**src/rtl/sweep_pkg.sv**
```systemverilog
// Shared types and helpers for the truth-table sweep engine.
package sweep_pkg;

    typedef enum logic [1:0] {
        S_IDLE = 2'd0,
        S_RUN  = 2'd1,
        S_DONE = 2'd2
    } state_e;

    localparam int TBL_AW  = 10;
    localparam int TBL_MAX = 1 << TBL_AW;
    localparam int OUT_MAX = 16;

    // Entry for vector v: tbl[v*n_out +: n_out], zero-padded to OUT_MAX.
    function automatic logic [OUT_MAX-1:0] exp_entry(
        input logic [TBL_MAX-1:0] tbl,
        input int                 v,
        input int                 n_out
    );
        logic [OUT_MAX-1:0] r;
        int idx;
        r = '0;
        for (int i = 0; i < OUT_MAX; i++) begin
            idx = v * n_out + i;
            if (i < n_out && idx < TBL_MAX) begin
                r[i] = tbl[idx[TBL_AW-1:0]];
            end
        end
        return r;
    endfunction

endpackage

```
**src/rtl/sweep_hold_timer.sv**
```systemverilog
// Hold-period counter: counts 0..HOLD-1 while not cleared, ticks on the last count.
module sweep_hold_timer #(
    parameter int HOLD = 10
) (
    input  logic clk,
    input  logic rst,
    input  logic clr,
    output logic tick
);

    localparam int CW = (HOLD > 1) ? $clog2(HOLD) : 1;
    localparam logic [CW-1:0] LAST = CW'(HOLD - 1);

    logic [CW-1:0] cnt_q;
    logic [CW-1:0] cnt_d;

    assign tick = !clr && (cnt_q == LAST);

    always_comb begin
        cnt_d = cnt_q + 1'b1;
        if (clr || tick) begin
            cnt_d = '0;
        end
    end

    always_ff @(posedge clk or posedge rst) begin
        if (rst) begin
            cnt_q <= '0;
        end else begin
            cnt_q <= cnt_d;
        end
    end

endmodule

```
**src/rtl/truth_table_sweep.sv**
```systemverilog
// Exhaustive stimulus/check engine: walks all input vectors and
// compares the DUT response against a packed expected truth table.
module truth_table_sweep
    import sweep_pkg::*;
#(
    parameter int N_IN  = 3,
    parameter int N_OUT = 1,
    parameter int HOLD  = 10,
    parameter int ERR_W = 8,
    parameter logic [(2**N_IN)*N_OUT-1:0] EXPECTED = 8'b1110_1000
) (
    input  logic             clk,
    input  logic             rst,
    input  logic             start,
    input  logic             loop_en,
    input  logic [N_OUT-1:0] dut_out,
    output logic [N_IN-1:0]  stim,
    output logic             busy,
    output logic             sample_valid,
    output logic             mismatch,
    output logic             done,
    output logic             pass,
    output logic [ERR_W-1:0] err_count,
    output logic [N_IN-1:0]  first_err_vec,
    output logic             first_err_valid
);

    localparam logic [TBL_MAX-1:0] TBL = TBL_MAX'(EXPECTED);

    state_e state_q, state_d;

    logic [N_IN-1:0]  stim_q, stim_d;
    logic             sv_q, sv_d;
    logic             mm_q, mm_d;
    logic             done_q, done_d;
    logic [ERR_W-1:0] err_q, err_d;
    logic [N_IN-1:0]  fev_q, fev_d;
    logic             fevld_q, fevld_d;

    logic               tick;
    logic               tmr_clr;
    logic               start_go;
    logic               last_vec;
    logic               cmp_mm;
    logic [OUT_MAX-1:0] exp_full;

    assign start_go = start && (state_q != S_RUN);
    assign tmr_clr  = (state_q != S_RUN);
    assign last_vec = (stim_q == '1);

    sweep_hold_timer #(
        .HOLD (HOLD)
    ) u_timer (
        .clk  (clk),
        .rst  (rst),
        .clr  (tmr_clr),
        .tick (tick)
    );

    always_comb begin
        exp_full = exp_entry(TBL, int'(stim_q), N_OUT);
    end

    assign cmp_mm = (dut_out != exp_full[N_OUT-1:0]);

    always_ff @(posedge clk or posedge rst) begin
        if (rst) begin
            state_q <= S_IDLE;
        end else begin
            state_q <= state_d;
        end
    end

    always_comb begin
        state_d = state_q;
        unique case (state_q)
            S_IDLE, S_DONE: begin
                if (start) begin
                    state_d = S_RUN;
                end
            end
            S_RUN: begin
                if (tick && last_vec && !loop_en) begin
                    state_d = S_DONE;
                end
            end
            default: state_d = S_IDLE;
        endcase
    end

    always_comb begin
        stim_d  = stim_q;
        sv_d    = 1'b0;
        mm_d    = 1'b0;
        done_d  = done_q;
        err_d   = err_q;
        fev_d   = fev_q;
        fevld_d = fevld_q;
        if (start_go) begin
            stim_d  = '0;
            done_d  = 1'b0;
            err_d   = '0;
            fev_d   = '0;
            fevld_d = 1'b0;
        end else if (state_q == S_RUN) begin
            done_d = 1'b0;
            if (tick) begin
                sv_d = 1'b1;
                mm_d = cmp_mm;
                if (cmp_mm) begin
                    if (err_q != '1) begin
                        err_d = err_q + 1'b1;
                    end
                    if (!fevld_q) begin
                        fev_d   = stim_q;
                        fevld_d = 1'b1;
                    end
                end
                // Last vector: wrap when looping, otherwise park on it.
                if (last_vec) begin
                    done_d = 1'b1;
                    stim_d = loop_en ? '0 : stim_q;
                end else begin
                    stim_d = stim_q + 1'b1;
                end
            end
        end
    end

    always_ff @(posedge clk or posedge rst) begin
        if (rst) begin
            stim_q  <= '0;
            sv_q    <= 1'b0;
            mm_q    <= 1'b0;
            done_q  <= 1'b0;
            err_q   <= '0;
            fev_q   <= '0;
            fevld_q <= 1'b0;
        end else begin
            stim_q  <= stim_d;
            sv_q    <= sv_d;
            mm_q    <= mm_d;
            done_q  <= done_d;
            err_q   <= err_d;
            fev_q   <= fev_d;
            fevld_q <= fevld_d;
        end
    end

    always_comb begin
        stim            = stim_q;
        busy            = (state_q == S_RUN);
        sample_valid    = sv_q;
        mismatch        = mm_q;
        done            = done_q;
        pass            = done_q && (err_q == '0);
        err_count       = err_q;
        first_err_vec   = fev_q;
        first_err_valid = fevld_q;
    end

endmodule

```
**config.mk**
```make
export PLATFORM = sky130hd
export DESIGN_NAME = truth_table_sweep
export DESIGN_NICKNAME = d
export VERILOG_FILES = /design/src/rtl/sweep_pkg.sv /design/src/rtl/sweep_hold_timer.sv /design/src/rtl/truth_table_sweep.sv
export SDC_FILE = /design/constraint.sdc
export NUM_CORES = 1
export LEC_CHECK = 0
export BUFFER_PORTS_ARGS = -buffer_cell sky130_fd_sc_hd__buf_4
export CAP_MARGIN = 20
export CORE_AREA = 5 5 70 72
export CTS_CLUSTER_SIZE = 24
export DETAILED_ROUTE_END_ITERATION = 8
export DIE_AREA = 0 0 75 77
export SLEW_MARGIN = 20
export SYNTH_ARGS = -nofsm -noshare
export SYNTH_HDL_FRONTEND = slang
export SYNTH_HIERARCHICAL = 1
export SYNTH_SLANG_ARGS = --single-unit
```
**constraint.sdc**
```tcl
create_clock -name clk -period 1.8 [get_ports clk]
set_clock_uncertainty 0.1 [all_clocks]
set_input_delay 0.09 -clock clk [delete_from_list [all_inputs] [get_ports clk]]
set_output_delay 0.09 -clock clk [all_outputs]
set_load 0.02 [all_outputs]
```
# Word-level counts from Yosys, hierarchy flattened
# Memory sizes are Yosys's and may differ from the RTL's.
# Index checks and enable logic that the tools add are counted.
# classes
addsub	3
order_cmp	2
mux	35
n_eq_ne	11
reduce_logical	20
# ops
op	n
$mux 8	5
$mux 3	10
$lt 3x11->1 const B	2
$mux 1	16
$add 8x1->8 const B	1
$logic_not 8->1	1
$ne 8x8->1 const B	1
$reduce_and 4->1	2
$reduce_bool 2->1	4
$ne 2x1->1 const B	3
$reduce_and 3->1	2
$logic_and 1x1->1	5
$add 4x1->4 const B	1
$eq 4x4->1 const B	1
$mux 2	2
$mux 4	1
$pmux 2 s2	1
$add 3x1->3 const B	1
$eq 3x3->1 const B	1
$ne 3x3->1 const B	1
$eq 2x1->1 const B	1
$eq 2x2->1 const B	1
$logic_not 1->1	2
$logic_not 2->1	1
other kinds (5)	5
# word_totals
mem_bits_ro	8
regBits	24
memories	1
input_bits	5
out_inout_bits	20
# memory_table
memory	depth	width	rd	rd_clocked_by_memory_dff	write_ports	line_no	rtl
(name not given)	8	1	1	0	0	sweep_pkg.sv:26	r[i] = tbl[idx[TBL_AW-1:0]];

# Depth between registers and ports, before layout
# Gate-level depths: netlist of run 1.
# logic_depth
word_depth	8
mapped_depth	10
mapped_depth_nobuf	8

# Cells and area by module
# Netlist of run 1, hierarchy kept.
# by_module_without_submodules
mod	instances	cells_per_inst	seq_area_each_um2	area_each_um2
truth_table_sweep	1	124	500.5	1197.4
sweep_hold_timer	1	21	100.1	209.0

# Worst setup path after synthesis of run 1
# Ideal clock, no wire load.
# synth_path
kind	register to register
startpoint	register err_q[0], in the netlist err_count[0]
endpoint	register err_q[1], in the netlist err_count[1]
period_less_slack_ps	2010
path_stages_with_launch	7
t_arrival_ps	1785
setup_slack_ps	-210
path_cell_list	dfrtp_1 ha_1 nand3_2 or3_1 buf_6 o211ai_4 mux2_4
# synth_between
elab_chain_cells	6
# synth_lines
element	line_no	rtl
start: declaration	truth_table_sweep.sv:36	logic [ERR_W-1:0] err_q, err_d;
start signal: assignment	truth_table_sweep.sv:144	err_q <= err_d;
$add 8x1->8	truth_table_sweep.sv:112	err_d = err_q + 1'b1;
$mux 8	truth_table_sweep.sv:111	if (err_q != '1) begin
$mux 8	truth_table_sweep.sv:110	if (cmp_mm) begin
$mux 8	truth_table_sweep.sv:107	if (tick) begin
$mux 8	truth_table_sweep.sv:105	end else if (state_q == S_RUN) begin
$mux 8	truth_table_sweep.sv:99	if (start_go) begin
# Parallel ways exist; a longest one is shown, timed or not. The select of a mux whose other input is x is not followed.
# A chain may end at the register's enable or synchronous reset.

# Worst setup path in the final report of run 1
# layout_path
startpoint	register u_timer.cnt_q[1]
endpoint	register err_q[7], in the netlist err_count[7]
# layout_between
elab_chain_cells	4
# layout_lines
element	line_no	rtl
start: declaration	sweep_hold_timer.sv:14	logic [CW-1:0] cnt_q;
start signal: assignment	sweep_hold_timer.sv:30	cnt_q <= cnt_d;
$eq 4x4->1	sweep_hold_timer.sv:17	assign tick = !clr && (cnt_q == LAST);
$logic_and 1x1->1	sweep_hold_timer.sv:17	
via tick	truth_table_sweep.sv:40	logic tick;
$reduce_bool 2->1 (no source line)	-	
$reduce_and 4->1 (no source line)	-	
# The timed path passes the listed nets, and every way through them passes these cells.

==> reports/qor.yml, run 1 <==
global_route:
  grt_pass1_wl_mm: 6.23
  grt_pass1_vias: 1378
  grt_max_degree: 21
  grt_usage_pct: 13.7
  grt_overflow: 0
  grt_antenna_before_repair: 0
cts:
  path_clk_slew_ps: 90
  clockRootBuffer: "clkbuf_8"
  cts_tree: "done"
  cts_buffer_depth: 2
  clk_latency_ps: 280
  numCtsBuffers: 3
  htreeDepth: 1
  numClockSinks: 24
logic_synthesis:
  synthFlopType: "dfrtp_1"
  seq_area_frac_synth_pct: 42.7
  syn_nets: 157
  yosysUniqueCellTypes: 40
  synth_warnings: 6
  async_flop_share_pct: 100
  avgSynthCellArea_um2: 9.70
  syn_area_mm2: 0.00141
  synth_area_leaders: "dfrtp_1, ha_1, o2111ai_1"
  netlist.area_leader.share_pct: 42.7
  syn_inst: 145
  synth_seq_cells: 24
  post-synth-top-area-cell: "dfrtp_1"
  synth_edf_count: 0
sta:
  min_period_over_period_pct: 110
  max_freq_mhz: 503
  finalWorstSetupSlack_ps: -188
  finalCriticalPeriod_ps: 1990
  rsz0062_at_grt: "true"
  relSlewSlack_pct: 72.7
  setup_viol: 12
  tightest_slew_ps: 410
  hold_viol: 0
  maxSlewViolCount: 0
  setup_tns_ps: -1240
setup_path:
  worstSetupStartpoint: "u_timer/cnt_q[1]"
  crit_type: "reg -> reg"
  r2r-start: "u_timer/cnt_q[1]"
  crit_fanout: 5
  reg2reg_depth: 9
  cp.required_ps: 1840
  critPathCapture: "err_count[7]"
  r2r-end: "err_count[7]"
  crit_path_end_kind: "register"
  reg2reg_slack_ps: -190
  start_kind: "register"
  critical_path_arrival_ps: 2030
place:
  gp_congestion: 0.771
  dp_slack_ps: -216
  placed_cell_area_mm2: 0.00191
  hpwl_mm: 2.88
  port_buffers: 24
job:
  maxCapViolCount: 0
layout:
  regArea_um2: 606
  diodes: 0
  drive_gt1_share_pct: 52.8
  fillerInstances: 384
  syn_to_final_growth_pct: 59.4
  fin_area_mm2: 0.00224
  fin_nets: 225
  multi_input_area_um2: 925
die:
  num_rows: 24
  die_h_um: 77
  fp.dieW_um: 75
  core_mm2: 0.00423
  io_pins: 25
  initial_utilization_pct: 33.2
  die-area_mm2: 0.00578
route:
  drt-total-wl_mm: 4.07
  drc: 0
  first_pass_iters: 4
  vias_per_cell: 5.24
  detail-route-antenna-nets: 0
  avgRoutedWirePerCell_um: 15.4
  drtIter0Drc: 96
  vias: 1384
power_and_ir_drop:
  power_uw: 3240
  vdd_ir_drop_max_mv: 0.564
  p_leak_uw: 0.000994
  cellPowerDensity_mw_per_mm2: 1450
min_path:
  hold_path_class: "in -> async"
status:
  violations: "negative setup slack"
  status: "complete, but fails checks"
## power breakdown
part	switching (uW)	internal [uW]	leakage, uW	total, uW
clock network	189	196	0.0000288	384
registers	199	740	0.000302	939
logic	976	943	0.000663	1920
## worst max-delay path: stages, from the launching register on
cell	delay [ps]
dfrtp_1	410
inv_2	70
ha_4	130
nand2_4	60
nor3_4	190
nand3b_1	130
buf_4	160
o41ai_4	310
buf_4	200
o221ai_1	110
## repair_timing
action | CTS | global route
setup endpoints to repair | 15 | 17
hold buffers | 2 | 0
pin swaps | 2 | 9
gates resized for setup | 7 | 31
endpoints found under the hold margin | 25 | 0
setup buffers | 3 | 7
## final cells by class
cell class / instances / area share [%]
Clock buffer: 4 / 2.46
Sequential cell: 24 / 27.0
Tap cell: 52 / 2.90
Inverter: 14 / 2.57
Multi-Input combinational cell: 101 / 41.2
Timing Repair Buffer: 69 / 23.8
## per-stage QoR
step                util [%]  std cells  hold WS [ps]
floorplan                  -        145          -244
global placement        45.2        248          -109
detailed placement      45.2        248         -95.6
CTS                     48.3        257           142
global route            53.0        264           170
finish                  53.0        264           148
## state kept, by name, indices dropped and copies added (netlist names)
signal           flops
u_timer/cnt_q        4
stim                 3
sample_valid         1
err_count            8
state_q              2
done                 1
first_err_valid      1
first_err_vec        3
mismatch             1
## worst min-delay path by stage
stage	from	end	slack (ps)
after floorplan	rst	u_timer/cnt_q[0]	-240
after global placement	rst	u_timer/cnt_q[2]	-110
after detailed placement	rst	u_timer/cnt_q[2]	-100
after CTS	loop_en	state_q[0]	140
after global routing	dut_out	first_err_vec[1]	170
final	rst	u_timer/cnt_q[0]	150
## cells in the mapped netlist (2+ instances only)
cell type  count
inv_1         13
o2111ai_1     10
o21ai_0        7
a21oi_1        9
nor3_1         5
nor2b_1        2
and2_1         2
nor4_1         2
mux2i_1        3
clkbuf_1       2
or3_1          2
nor2_1         5
o41ai_1        3
nand2b_1       3
nand2_1       14
nand3b_1       3
ha_1           7
dfrtp_1       24
and3_1         2
nand3_1        3
buf_2          3
o221ai_1       3
## placed cells by master, fill, tap and decap left out, types with 2 or more instances in the layout
cell           instances
dlygate4sd3_1          2
nor2b_1                2
dfrtp_2                4
nand3_1                3
o2111ai_1              6
buf_4                 64
ha_1                   2
inv_1                 10
dfrtp_1               20
nand3b_1               3
o41ai_2                3
buf_6                  3
nor4_1                 2
clkbuf_8               4
ha_4                   3
a21oi_2                3
or3_1                  2
o21ai_0                5
inv_2                  3
nand2_1               13
nor2_1                 4
a21oi_1                5
mux2i_1                3
nand2b_4               2
o221ai_2               2
nor3_4                 2
o2111ai_2              3
nor3_1                 3
and2_1                 2
ha_2                   2
## kinds of logic after synthesis
logic type / Yosys count / synth area share [%]
mux: 5 / 4.00
simple gates: 50 / 20.0
buf+inv: 20 / 6.14
compound gates: 39 / 20.9
fa+ha+maj: 7 / 6.23
flops: 24 / 42.7
## metal layers
layer  GRT usage (%)  up-vias  part of all wire, %
met2            24.2       31                   56
met1            15.4      683                   39
met5               0        -                    0
met4            6.23        0                  1.7
li1                -      664                    -
met3            2.35        6                  3.8
(Power assumes the default switching activity.)
==> run 2, diff against run 1 <==
Settings changed: RECOVER_POWER from default to 25.
==> run 2 against run 1 <==
  * The flow still finishes with violations (negative setup slack)
  * Register-to-register slack about the same
  * Final cell count is the same
  * Flip-flop and latch count is the same
  * Worst hold slack better by 2.9 ps
  * Via count increased by 1.1%
  * Routed wire length barely moved
  * Global-route usage did not move
  * Clock power about the same
  * Critical path type unchanged
  * Highest routed layer unchanged
==> reports/qor.yml, run 2 (same netlist as run 1, synthesis figures left out) <==
status:
  status: "complete, but fails checks"
  violations: "negative setup slack"
sta:
  tightest_slew_ps: 1160
  rsz0062_at_grt: "true"
  hold_viol: 0
  min_period_over_period_pct: 111
  finalWorstSetupSlack_ps: -191
  maxSlewViolCount: 0
  setup_tns_ps: -1270
  hold_slack_ps: 151
  max_freq_mhz: 502
  finalCriticalPeriod_ps: 1990
  relSlewSlack_pct: 22.6
  setup_viol: 12
setup_path:
  crit_family: "buffers and inverters"
  reg2reg_slack_ps: -190
  crit_type: "reg -> reg"
  worstSetupStartpoint: "u_timer/cnt_q[1]"
  crit_fanout: 5
  cp_cell_sequence: "inv_2 -> ha_4 -> nand2_4 -> nor3_4 -> nand3b_1 -> buf_4 -> o41ai_4 -> buf_4 -> o221ai_1"
  r2r-start: "u_timer/cnt_q[1]"
  cp.required_ps: 1840
  critical_path_arrival_ps: 2030
  crit_path_end_kind: "register"
  critPathBufInv: 3
  slowest_stage: "dfrtp_1"
  slowest_delay_ps: 410
  crit_top_cell: "buf_4"
  start_kind: "register"
route:
  drtIter0Drc: 95
  vias_per_cell: 5.30
  drt-total-wl_mm: 4.06
  avgRoutedWirePerCell_um: 15.4
  drc: 0
  vias: 1399
  detail-route-antenna-nets: 0
  first_pass_iters: 5
die:
  fp.dieW_um: 75
  num_rows: 24
  die-area_mm2: 0.00578
  io_pins: 25
  die_h_um: 77
  initial_utilization_pct: 33.2
  core_mm2: 0.00423
power_and_ir_drop:
  p_leak_uw: 0.000990
  cellPowerDensity_mw_per_mm2: 1450
  power_uw: 3240
  vdd_ir_drop_max_mv: 0.565
layout:
  fin_area_mm2: 0.00224
  final_common_cell: "buf_4"
  syn_to_final_growth_pct: 59.2
  fin_nets: 225
  drive_gt1_share_pct: 52.4
  diodes: 0
  fillerInstances: 386
  mostFrequentLayoutCells: "buf_4, dfrtp_1, nand2_1, inv_1, o2111ai_1"
  largest_reg_flops: 8
global_route:
  grt_pass1_wl_mm: 6.23
  grt_antenna_before_repair: 0
  grt_overflow: 0
  grt_pass1_vias: 1378
  grt_max_degree: 21
  grt_usage_pct: 13.7
place:
  hpwl_mm: 2.88
  port_buffers: 24
  placed_cell_area_mm2: 0.00191
  gp_congestion: 0.771
cts:
  path_clk_slew_ps: 90
  numClockSinks: 24
  numCtsBuffers: 3
  htreeDepth: 1
  clockRootBuffer: "clkbuf_8"
  cts_buffer_depth: 2
  cts_tree: "done"
  clk_latency_ps: 280
min_path:
  hold_start: "loop_en"
  hold_path_class: "in -> reg"
job:
  maxCapViolCount: 0
-- run 2: changes by cell type in the layout (fill, tap and decap cells not counted), sizes merged --
cell,previous run,this run
buf,67,65
clkbuf,4,6
-- run 2: worst paths after layout --
check / to / cells after the start
min reg2reg: first_err_vec[0] / 2
max: err_count[7] / 9
min in group asynchronous: u_timer/cnt_q[0] / 3
min: state_q[0] / 4
max in group asynchronous: err_count[0] / 4
max reg2reg: err_count[7] / 9
-- run 2: metrics by stage --
step | setup slack, ps | util, % | cells
6_report | -191 | 52.9 | 264
5_1_grt | -257 | 52.9 | 264
4_1_cts | -181 | 48.3 | 257
3_5_place_dp | -216 | 45.2 | 248
3_3_place_gp | -115 | 45.2 | 248
2_1_floorplan | -53.7 | - | 145
-- run 2: area by class of cell --
| cell class | count | area, um^2 | share of cell area, % |
|---|---|---|---|
| Multi-Input combinational cell | 101 | 925 | 41.3 |
| Sequential cell | 24 | 606 | 27.1 |
| Timing Repair Buffer | 69 | 531 | 23.7 |
| Tap cell | 52 | 65.1 | 2.91 |
| Inverter | 14 | 57.6 | 2.57 |
| Clock buffer | 4 | 55.1 | 2.46 |
-- run 2: worst register-to-register path: stages (launching register included) --
cell and delay (ps):
dfrtp_1 410, inv_2 70, ha_4 140, nand2_4 60, nor3_4 190, nand3b_1 130
buf_4 160, o41ai_4 310, buf_4 200, o221ai_1 110
-- run 2: what timing repair did --
item	4_1_cts	5_1_grt
hold endpoints to repair	25	0
hold buffers	2	0
pin swaps	2	9
buffers inserted	3	7
endpoints found under the setup margin	15	17
resized for setup	7	31
-- run 2: where the power goes --
part	leakage (uW)	switching [uW]	internal (uW)	total [uW]
logic	0.000660	976	942	1920
clock network	0.0000288	188	196	384
registers	0.000302	200	740	940
total	0.000990	1360	1880	3240
-- run 2: routing by layer --
| layer | up-vias | global-route usage, % | wire, um |
|---|---|---|---|
| met5 | - | 0 | 0 |
| met1 | 700 | 15.4 | 1590 |
| li1 | 664 | - | - |
| met2 | 29 | 24.2 | 2260 |
| met3 | 6 | 2.35 | 144 |
| met4 | 0 | 6.23 | 71 |
==> run 3, diff against run 2 <==
Settings changed: ABC_AREA from default to 1, CAP_MARGIN 20 to 5, CORE_AREA 5 5 70 72 to 5 5 69 71, DIE_AREA 0 0 75 77 to 0 0 74 76.
==> run 3 against run 2 <==
  * Maximum frequency is 22% higher
  * Count of clock-buffer cells in the layout stayed put
  * Combinational power is 52% lower
  * Setup slack better by 360 ps
  * Utilization is 12 points lower
  * Via count is 19% lower
  * Flip-flop and latch count stayed put
  * Worst hold slack worse by 110 ps
  * Global-route usage is 2.5 points lower
  * Die area is 2.6% lower
  * Routed wire length is 32% lower
  * The flow now finishes without violations
  * Clock power is 4% lower
==> reports/qor.yml, run 3 <==
sta:
  relSlewSlack_pct: 64.1
  setup_viol: 0
  finalWorstSetupSlack_ps: 165
  maxSlewViolCount: 0
  setup_tns_ps: 0
  rsz0062_at_grt: "false"
  finalCriticalPeriod_ps: 1630
  min_period_over_period_pct: 90.8
  max_freq_mhz: 612
  tightest_slew_ps: 538
  hold_viol: 0
logic_synthesis:
  seq_area_frac_synth_pct: 44.1
  syn_nets: 182
  syn_area_mm2: 0.00136
  post-synth-top-area-cell: "dfrtp_1"
  synth_most_common_cell: "nand2_1"
  async_flop_share_pct: 100
  yosys-top-cells-count: "nand2_1, inv_1, dfrtp_1, nand3_1, nor2_1"
  synth_warnings: 6
  syn_inst: 170
  synth_seq_cells: 24
  avgSynthCellArea_um2: 8.01
  synthFlopType: "dfrtp_1"
  synth_edf_count: 0
  synth_area_leaders: "dfrtp_1, nand2_1, inv_1"
  netlist.area_leader.share_pct: 44.1
  yosysUniqueCellTypes: 24
setup_path:
  crit_type: "reg -> out"
  crit_top_cell: "buf_4"
  r2r-end: "err_count[0]"
  slowest_delay_ps: 390
  reg2reg_depth: 10
  crit_family: "buffers and inverters"
  critPathBufInv: 3
  start_kind: "register"
  reg2reg_slack_ps: 180
  r2r-start: "stim[0]"
  cp.required_ps: 1610
  critical_path_arrival_ps: 1440
  crit_fanout: 4
  cp_cell_sequence: "buf_4 -> inv_1 -> ha_1 -> nand2_1 -> nor4_2 -> buf_4"
  crit_path_end_kind: "output pin"
  slowest_stage: "dfrtp_1"
die:
  die_h_um: 76
  initial_utilization_pct: 32.6
  die-area_mm2: 0.00562
  core_mm2: 0.00417
  fp.dieW_um: 74
  io_pins: 25
  num_rows: 24
power_and_ir_drop:
  pwr-share-clk_pct: 17.6
  seqPwrFrac_pct: 38.1
  vdd_ir_drop_max_mv: 0.477
  cellPowerDensity_mw_per_mm2: 1240
  switching_power_uw: 863
  p_leak_uw: 0.000959
  p_int_uw: 1230
  p_sw_share_pct: 41.2
  power_frac_comb_pct: 44.3
job:
  maxCapViolCount: 0
cts:
  cts_setup_buffers: 0
  clockRootBuffer: "clkbuf_8"
  htreeDepth: 1
  clk_latency_ps: 270
  numCtsBuffers: 3
  path_clk_slew_ps: 90
  numClockSinks: 24
  cts_buffer_depth: 2
  cts_tree: "done"
min_path:
  hold_end: "state_q[0]"
  hold_start: "start"
  hold_depth: 3
  hold_path_class: "in -> reg"
place:
  hpwl_mm: 2.12
  port_buffers: 24
  gp_congestion: 0.776
  dp_slack_ps: 145
route:
  vias_per_cell: 4.49
  first_pass_iters: 4
  vias: 1131
  avgRoutedWirePerCell_um: 11.0
  drtIter0Drc: 59
  detail-route-antenna-nets: 0
  drc: 0
  drt-total-wl_mm: 2.77
global_route:
  grt_pass1_wl_mm: 5.06
  grt_max_degree: 21
  grt_antenna_before_repair: 0
  grt_usage_pct: 11.2
  grt_overflow: 0
  grt_pass1_vias: 1108
layout:
  diodes: 0
  mostFrequentLayoutCells: "nand2_1, inv_1, dfrtp_1, buf_4, nand3_1"
  multi_input_area_um2: 637
  regArea_um2: 601
  drive_gt1_share_pct: 24.5
  fin_nets: 213
  final_common_cell: "nand2_1"
  fillerInstances: 427
  largest_reg_flops: 8
  syn_to_final_growth_pct: 24.2
status:
  status: "completed"
run 3: cell count changes after synthesis, moves of 7 or more:
cell | previous run | this run
nand2_1 | 14 | 45
nand2_2 | 0 | 7
inv_1 | 13 | 29
nor2_1 | 5 | 13
a21oi_1 | 9 | 0
o2111ai_1 | 10 | 0
nand3_1 | 3 | 16
run 3: area by class of cell:
cell class | instances | share of cell area [%]
Tap cell | 52 | 3.85
Timing Repair Buffer | 27 | 12.0
Multi-Input combinational cell | 113 | 37.7
Sequential cell | 24 | 35.5
Clock buffer | 4 | 3.26
Inverter | 32 | 7.70
run 3: kinds of logic after synthesis:
family	share of synthesized area, %
simple gates	32.8
buf+inv	9.93
flops	44.1
compound gates	3.49
fa+ha+maj	6.43
xor+xnor	3.22
run 3: worst max path at each step:
stage | end | cells past startpoint | from | slack [ps]
after floorplan | pass | 4 | err_count[0] | 170
after global placement | stim[1] | 8 | stim[0] | 160
after detailed placement | stim[2] | 8 | stim[0] | 140
after CTS | pass | 6 | err_count[0] | 6
after global routing | err_count[4] | 10 | stim[0] | 8
final | pass | 6 | err_count[0] | 170
run 3: power by group through the flow:
stage	Sequential (uW)	Combinational, uW	Clock [uW]
floorplan	902	538	0
global placement	812	929	0
detailed placement	814	934	0
CTS	803	943	384
global route	831	1060	398
finish	797	928	369
run 3: timing repair:
action	CTS	global route
resized for setup	0	3
endpoints found under the hold margin	24	0
hold buffers	1	0
endpoints found under the setup margin	0	7
run 3: per-stage QoR:
stage	total power (uW)	utilization [%]	cells	hold WS, ps	cell area (um^2)
after floorplan	1440	-	170	-244	1360
after global placement	1740	38.7	247	-102	1620
final	2090	40.5	252	38.3	1690
after CTS	2130	40.3	252	41.3	1680
after detailed placement	1750	38.7	247	-105	1620
after global routing	2290	40.5	252	83.9	1690
run 3: tightest hold or removal path, cell delays in order:
cell	delay, ps
buf_4	120
inv_1	80
o21ai_0	80
run 3: routing by layer:
layer  part of all wire, %  global-route usage [%]  wire length [um]  vias to the layer above
met3                   2.9                    2.24                79                        4
met4                   1.4                    3.80                39                        0
met1                    47                    15.4              1290                      520
li1                      -                       -                 -                      590
met2                    49                    17.3              1350                       17
met5                     0                       0                 0                        -
